$ cat src/rtl/vga_timing_gen.sv
// Parametrised VGA raster timing generator with frame-buffer address stage,
// read-latency matched control delay line and a colour/test-pattern output stage.
module vga_timing_gen #(
  parameter int unsigned H_SYNC    = 96,
  parameter int unsigned H_BP      = 48,
  parameter int unsigned H_ACTIVE  = 640,
  parameter int unsigned H_FP      = 16,
  parameter int unsigned V_SYNC    = 2,
  parameter int unsigned V_BP      = 33,
  parameter int unsigned V_ACTIVE  = 480,
  parameter int unsigned V_FP      = 10,
  parameter bit          HS_POL    = 1'b0,
  parameter bit          VS_POL    = 1'b0,
  parameter int unsigned COLOR_W   = 4,
  parameter int unsigned RD_LAT    = 1,
  parameter int unsigned GRID_LOG2 = 5
) (
  input  logic                          vga_clk,
  input  logic                          rst,
  input  logic [1:0]                    mode,
  input  logic [3*COLOR_W-1:0]          din,
  output logic [$clog2(H_ACTIVE)-1:0]   col_addr,
  output logic [$clog2(V_ACTIVE)-1:0]   row_addr,
  output logic                          rd_en,
  output logic                          hs,
  output logic                          vs,
  output logic                          de,
  output logic                          vblank,
  output logic                          frame_start,
  output logic                          line_start,
  output logic [COLOR_W-1:0]            r,
  output logic [COLOR_W-1:0]            g,
  output logic [COLOR_W-1:0]            b
);

  localparam int unsigned H_TOTAL = H_SYNC + H_BP + H_ACTIVE + H_FP;
  localparam int unsigned V_TOTAL = V_SYNC + V_BP + V_ACTIVE + V_FP;
  localparam int unsigned H_START = H_SYNC + H_BP;
  localparam int unsigned H_END   = H_START + H_ACTIVE;
  localparam int unsigned V_START = V_SYNC + V_BP;
  localparam int unsigned V_END   = V_START + V_ACTIVE;
  localparam int unsigned HW      = $clog2(H_TOTAL);
  localparam int unsigned VW      = $clog2(V_TOTAL);
  localparam int unsigned CW      = $clog2(H_ACTIVE);
  localparam int unsigned RW      = $clog2(V_ACTIVE);
  localparam int unsigned BAR_W   = H_ACTIVE / 8;
  localparam int unsigned PW      = 3 * COLOR_W;
  localparam int unsigned G       = GRID_LOG2;
  // Delay-line word: hs, vs, de, vblank, line_start, frame_start, bar(3), col low, row low
  localparam int unsigned DW      = 9 + 2 * G;
  localparam logic [DW-1:0] DLY_RST = {!HS_POL, !VS_POL, 1'b0, 1'b1, 2'b00, 3'b000,
                                       {(2 * G){1'b0}}};

  logic [HW-1:0] h_cnt;
  logic [VW-1:0] v_cnt;

  logic          h_act, v_act, h_sync, v_sync, line_first;
  logic [CW-1:0] col_next;
  logic [RW-1:0] row_next;
  logic [CW-1:0] bar_px, bar_px_next;
  logic [2:0]    bar_k, bar_k_next;

  logic          hs_a, vs_a, vblank_a, ls_a, fs_a;

  logic [DW-1:0] a_vec;
  logic [DW-1:0] dly [RD_LAT];
  logic [DW-1:0] tap;

  logic          t_hs, t_vs, t_de, t_vb, t_ls, t_fs;
  logic [2:0]    t_k;
  logic [G-1:0]  t_col, t_row;

  logic [1:0]    mode_reg, mode_sel;
  logic [PW-1:0] pix;

  // Raster counters: h wraps every line, v advances on the last pixel of a line
  always_ff @(posedge vga_clk) begin
    if (!rst) begin
      h_cnt <= '0;
      v_cnt <= '0;
    end else if (32'(h_cnt) == H_TOTAL - 1) begin
      h_cnt <= '0;
      if (32'(v_cnt) == V_TOTAL - 1) v_cnt <= '0;
      else                           v_cnt <= v_cnt + 1'b1;
    end else begin
      h_cnt <= h_cnt + 1'b1;
    end
  end

  // Region decode, address arithmetic and colour-bar sub-counter next state
  always_comb begin
    h_act      = (32'(h_cnt) >= H_START) && (32'(h_cnt) < H_END);
    v_act      = (32'(v_cnt) >= V_START) && (32'(v_cnt) < V_END);
    h_sync     = 32'(h_cnt) < H_SYNC;
    v_sync     = 32'(v_cnt) < V_SYNC;
    line_first = 32'(h_cnt) == H_START;
    col_next   = CW'(h_cnt - HW'(H_START));
    row_next   = RW'(v_cnt - VW'(V_START));

    bar_px_next = bar_px;
    bar_k_next  = bar_k;
    if (line_first) begin
      bar_px_next = '0;
      bar_k_next  = '0;
    end else if (h_act) begin
      // The last bar absorbs the remainder pixels, so k saturates at 7
      if ((32'(bar_px) == BAR_W - 1) && (bar_k != 3'd7)) begin
        bar_px_next = '0;
        bar_k_next  = bar_k + 3'd1;
      end else begin
        bar_px_next = bar_px + 1'b1;
      end
    end
  end

  // Stage A: frame-buffer address plus raster flags, one cycle behind the counters
  always_ff @(posedge vga_clk) begin
    if (!rst) begin
      col_addr <= '0;
      row_addr <= '0;
      rd_en    <= 1'b0;
      hs_a     <= !HS_POL;
      vs_a     <= !VS_POL;
      vblank_a <= 1'b1;
      ls_a     <= 1'b0;
      fs_a     <= 1'b0;
      bar_px   <= '0;
      bar_k    <= '0;
    end else begin
      col_addr <= col_next;
      row_addr <= row_next;
      rd_en    <= h_act && v_act;
      hs_a     <= h_sync ? HS_POL : !HS_POL;
      vs_a     <= v_sync ? VS_POL : !VS_POL;
      vblank_a <= !v_act;
      ls_a     <= h_act && v_act && line_first;
      fs_a     <= h_act && v_act && line_first && (32'(v_cnt) == V_START);
      bar_px   <= bar_px_next;
      bar_k    <= bar_k_next;
    end
  end

  assign a_vec = {hs_a, vs_a, rd_en, vblank_a, ls_a, fs_a, bar_k,
                  col_addr[G-1:0], row_addr[G-1:0]};

  // Stage B: delay line matching the frame-buffer read latency
  always_ff @(posedge vga_clk) begin
    if (!rst) begin
      for (int i = 0; i < RD_LAT; i++) dly[i] <= DLY_RST;
    end else begin
      dly[0] <= a_vec;
      for (int i = 1; i < RD_LAT; i++) dly[i] <= dly[i-1];
    end
  end

  // Unpack the delay-line tap and pick the mode in force for this pixel
  always_comb begin
    tap      = dly[RD_LAT-1];
    t_hs     = tap[DW-1];
    t_vs     = tap[DW-2];
    t_de     = tap[DW-3];
    t_vb     = tap[DW-4];
    t_ls     = tap[DW-5];
    t_fs     = tap[DW-6];
    t_k      = tap[DW-7 -: 3];
    t_col    = tap[2*G-1 -: G];
    t_row    = tap[G-1:0];
    // The new mode must already apply to the first pixel of the frame
    mode_sel = t_fs ? mode : mode_reg;
  end

  // Mode register, updated only at frame start so frames are never mixed
  always_ff @(posedge vga_clk) begin
    if (!rst)      mode_reg <= 2'b00;
    else if (t_fs) mode_reg <= mode;
  end

  // Colour select; blanking forces black regardless of mode
  always_comb begin
    pix = '0;
    if (t_de) begin
      unique case (mode_sel)
        2'b00: pix = din;
        2'b01: pix = {{COLOR_W{t_k[2]}}, {COLOR_W{t_k[1]}}, {COLOR_W{t_k[0]}}};
        2'b10: pix = ((t_col == '0) || (t_row == '0)) ? '1 : '0;
        2'b11: pix = '0;
      endcase
    end
  end

  // Output register: sync, strobes and colour leave together
  always_ff @(posedge vga_clk) begin
    if (!rst) begin
      hs          <= !HS_POL;
      vs          <= !VS_POL;
      de          <= 1'b0;
      vblank      <= 1'b1;
      line_start  <= 1'b0;
      frame_start <= 1'b0;
      r           <= '0;
      g           <= '0;
      b           <= '0;
    end else begin
      hs          <= t_hs;
      vs          <= t_vs;
      de          <= t_de;
      vblank      <= t_vb;
      line_start  <= t_ls;
      frame_start <= t_fs;
      r           <= pix[COLOR_W-1:0];
      g           <= pix[2*COLOR_W-1:COLOR_W];
      b           <= pix[3*COLOR_W-1:2*COLOR_W];
    end
  end

endmodule

$ cat config.mk
export PLATFORM = sky130hd
export DESIGN_NAME = vga_timing_gen
export DESIGN_NICKNAME = d
export VERILOG_FILES = /design/src/rtl/vga_timing_gen.sv
export SDC_FILE = /design/constraint.sdc
export NUM_CORES = 1
export LEC_CHECK = 0
export BUFFER_PORTS_ARGS = -buffer_cell sky130_fd_sc_hd__buf_2
export CORE_MARGIN = 4
export CORE_UTILIZATION = 35
export DETAILED_ROUTE_END_ITERATION = 6
export GPL_TIMING_DRIVEN = 0
export REMOVE_ABC_BUFFERS = 1
export SYNTH_ARGS = -nofsm -noshare
export SYNTH_HDL_FRONTEND = slang
export SYNTH_SLANG_ARGS = --single-unit
$ cat constraint.sdc
create_clock -name vga_clk -period 3.7 [get_ports vga_clk]
set_input_delay 0.37 -clock vga_clk [delete_from_list [all_inputs] [get_ports vga_clk]]
set_output_delay 0.37 -clock vga_clk [all_outputs]
set_load 0.005 [all_outputs]
==> flow_summary_export.csv <==
group,metric,value,unit
power,cell_internal_pwr,1.411,mW
clock_network,clk_pin_slew_worst_paths,0.10,ns
floorplan,dieArea,0.01221,mm^2
global_routing,antenna_found_initial,0,
placed_design,post-dp-hpwl,4.710,mm
floorplan,die_x,110.5,um
drt,routedWlPerCell,11.65,um
power,total_leakage_power,1.734,nW
global_routing,grt_usage,0.1113,
status,outcome,"finished, final reports clean",
power,clockPowerShare,0.385,
clock_network,cts_root_buf,"clkbuf_8",
logic_synthesis,yosys-top-cells-area,"dfxtp_1 (53%), a21oi_1 (4.9%), and2_1 (4.1%), nor2_1 (3.9%), nand2_1 (3.6%)",
sta,rsz0062_at_grt,"false",
worst_setup_path,path_cells,"and4bb_2 > nand3_1 > o21a_1 > or4_1 > a21oi_1",
layout,multi_input_area,0.001597,mm^2
worst_setup_path,r2r_start,"h_cnt[7]",
layout,final_nets,461,
logic_synthesis,synth_cell_type_count,47,
worst_hold_path,hold_class,"input pin to flip-flop",
worst_setup_path,crit_buf_inv,0,
logic_synthesis,synth_area_per_cell,9.405,um^2
clock_network,clock_sink_count,97,
worst_setup_path,arrival,2.61,ns
sta,finalClockSkew,0.01080,ns
worst_hold_path,whs_path_depth,3,
logic_synthesis,synth-seq-area-share,0.5281,
clock_network,cts.htree.levels,3,
global_routing,grt_max_degree,37,
drt,num_vias,2707,
sta,slew_violations,0,
sta,clock.fmax,431.1,MHz
drt,drt-total-wl,6.712,mm
logic_synthesis,synth-seq-cells,97,
power,p_seq_frac,0.585,
drt,antenna_left,0,
power,power.switching,0.4178,mW
logic_synthesis,synth_warnings,0,
worst_setup_path,path_class,"flip-flop to flip-flop",
sta,hold_viol,0,
worst_hold_path,holdPathEnd,"b[0]",
logic_synthesis,yosys.area.top_type,"dfxtp_1",
worst_setup_path,rr_worst_depth,5,
power,power.density,432.1,mW/mm^2
logic_synthesis,synth_top_area_frac,0.5281,
worst_hold_path,worst_hold_startpoint,"din[8]",
sta,setup_viol,0,
worst_setup_path,crit_family,"simple AND/OR/NAND/NOR gates",
layout,area.growth.synth_to_final,15.07,%
drt,vias_per_cell,4.700,
global_routing,grt_pass1_vias,2511,
sta,period_minus_slack,2.319,ns
logic_synthesis,syn_inst,391,
power,ir_worst_vdd,0.1762,mV
drt,drc,0,
worst_setup_path,regToRegEndpoint,"bar_px[9]",
floorplan,core-area,0.01028,mm^2
layout,largest_reg_flops,19,
clock_network,cts-buffers-inserted,9,
clock_network,clk_latency,0.36,ns
global_routing,overflow,0,
sta,slew_headroom,0.4770,
placed_design,port_buffers,53,
sta,tns,0,ns
floorplan,initial_core_util,0.3578,
clock_network,cts_setup_buffers,0,
power,netSwitchingFraction,0.2285,
floorplan,rows,37,
power,comb_power_share,0.029,
worst_setup_path,end_kind,"flip-flop",
drt,drt_pass1_iterations,4,
logic_synthesis,synth-async-reset-ratio,0,
clock_network,clk_path_buf_depth,2,
logic_synthesis,synth_edf_count,0,
placed_design,routabilityCongestion,0.8128,
global_routing,grt_pass1_wl,11.43,mm
sta,period_share,0.6269,
clock_network,cts_resized,0,
clock_network,cts_tree,"done",
drt,drtIter0Drc,153,
worst_setup_path,cp_slowest_cell,"dfxtp_1",
floorplan,ioPinCount,54,
worst_setup_path,slowest_delay,0.59,ns
layout,regMostFlops,"dly",
sta,tightest_slew,0.7744,ns
layout,layout-drive-gt1-share,0.1773,
layout,seqCellArea,0.001942,mm^2
worst_setup_path,required,3.99,ns
logic_synthesis,synth_area,0.003677,mm^2
worst_setup_path,critPathLaunchType,"flip-flop",
run,drv_cap,0,
layout,antenna_cells,0,
floorplan,die_h,110.5,um
clock_network,cts_hold_buf,0,
worst_setup_path,rrSetupSlack,1.38,ns
layout,utilization,0.4117,
worst_setup_path,worstPathMaxFanout,23,
logic_synthesis,ys.flop_type,"dfxtp_1",
layout,n_fill_cell,1041,
tightest hold or removal path: stages:
cell and delay [ns]:
buf_2 0.09, nand2_1 0.04, a21oi_1 0.05
cell usage in the layout, fill, tap and decap left out, types with 2 or more instances in the layout:
cell,count
o211ai_1,2
nand4_1,7
inv_8,2
xor2_1,7
and2_1,24
or3_1,8
or4_1,7
a21oi_1,36
nor4_1,2
o21ai_0,10
ha_1,10
nor2_1,38
nand2b_1,9
nand2_1,35
xnor2_1,15
and3_1,2
buf_2,53
dfxtp_1,97
o31ai_1,6
clkinvlp_4,2
nand3_1,12
or4b_1,2
clkbuf_8,9
nor3_1,7
inv_1,13
cell type report:
cell class              instances  share of cell area
clock buffers                   9             0.02927
clock inverters                 7             0.02011
inverters                      13             0.01153
multi-input cells             261              0.3773
flip-flops and latches         97              0.4589
well taps                     136             0.04021
repair buffers                 53             0.06268
worst max-delay path by stage:
stage,endpoint,cells past startpoint,startpoint
detailed placement,bar_px[9],5,rst
floorplan,bar_k[0],7,bar_k[0]
CTS,bar_px[9],5,h_cnt[7]
finish,bar_px[9],5,h_cnt[7]
global placement,bar_px[9],5,rst
global route,bar_px[9],5,h_cnt[7]
synthesized netlist by cell type (all sizes together) (8+ instances only):
| cell type | count |
|---|---|
| or3 | 8 |
| nand3 | 13 |
| a21oi | 36 |
| inv | 13 |
| and2 | 24 |
| o21ai | 12 |
| or4 | 8 |
| clkbuf | 15 |
| ha | 10 |
| xnor2 | 15 |
| nor2 | 38 |
| dfxtp | 97 |
| nand2b | 10 |
| nand2 | 35 |
per-layer routing:
layer	global-route usage	share of wire	up-vias
met1	0.1374	0.47	1223
met4	0.04926	0.018	0
li1	-	-	1414
met5	0	0	-
met3	0.03068	0.047	11
met2	0.1812	0.47	59
metrics by stage:
stage | area (um^2) | hold slack, ns | std cells | setup slack (ns) | total power, mW
detailed placement | 4023 | 0.3925 | 560 | 1.280 | 1.151
global placement | 4023 | 0.3927 | 560 | 1.292 | 1.150
finish | 4232 | 0.2475 | 576 | 1.381 | 1.829
floorplan | 3587 | 0.3863 | 371 | 1.701 | 1.119
global route | 4232 | 0.2535 | 576 | 1.201 | 1.912
CTS | 4232 | 0.2290 | 576 | 1.351 | 1.860
cell families (layout without fill, tap and decap cells):
group / Yosys count / count (layout) / synth area share
AOI/OAI and AO/OA: 63 / 63 / 0.09765
xor gates and xnor gates: 22 / 22 / 0.05240
adders and majority gates: 10 / 10 / 0.03403
buffers and inverters: 33 / 82 / 0.03777
DFF: 97 / 97 / 0.5281
muxes: 2 / 2 / 0.005784
and+or+nand+nor: 164 / 164 / 0.2443
power by group through the flow:
stage	Sequential (mW)	Clock (mW)	Combinational (mW)
after floorplan	1.09	0	0.0246
after global placement	1.09	0	0.0554
after detailed placement	1.10	0	0.0556
after CTS	1.07	0.734	0.0558
after global routing	1.07	0.775	0.0634
final	1.07	0.705	0.0538
Power figures use the tool's default switching activity.
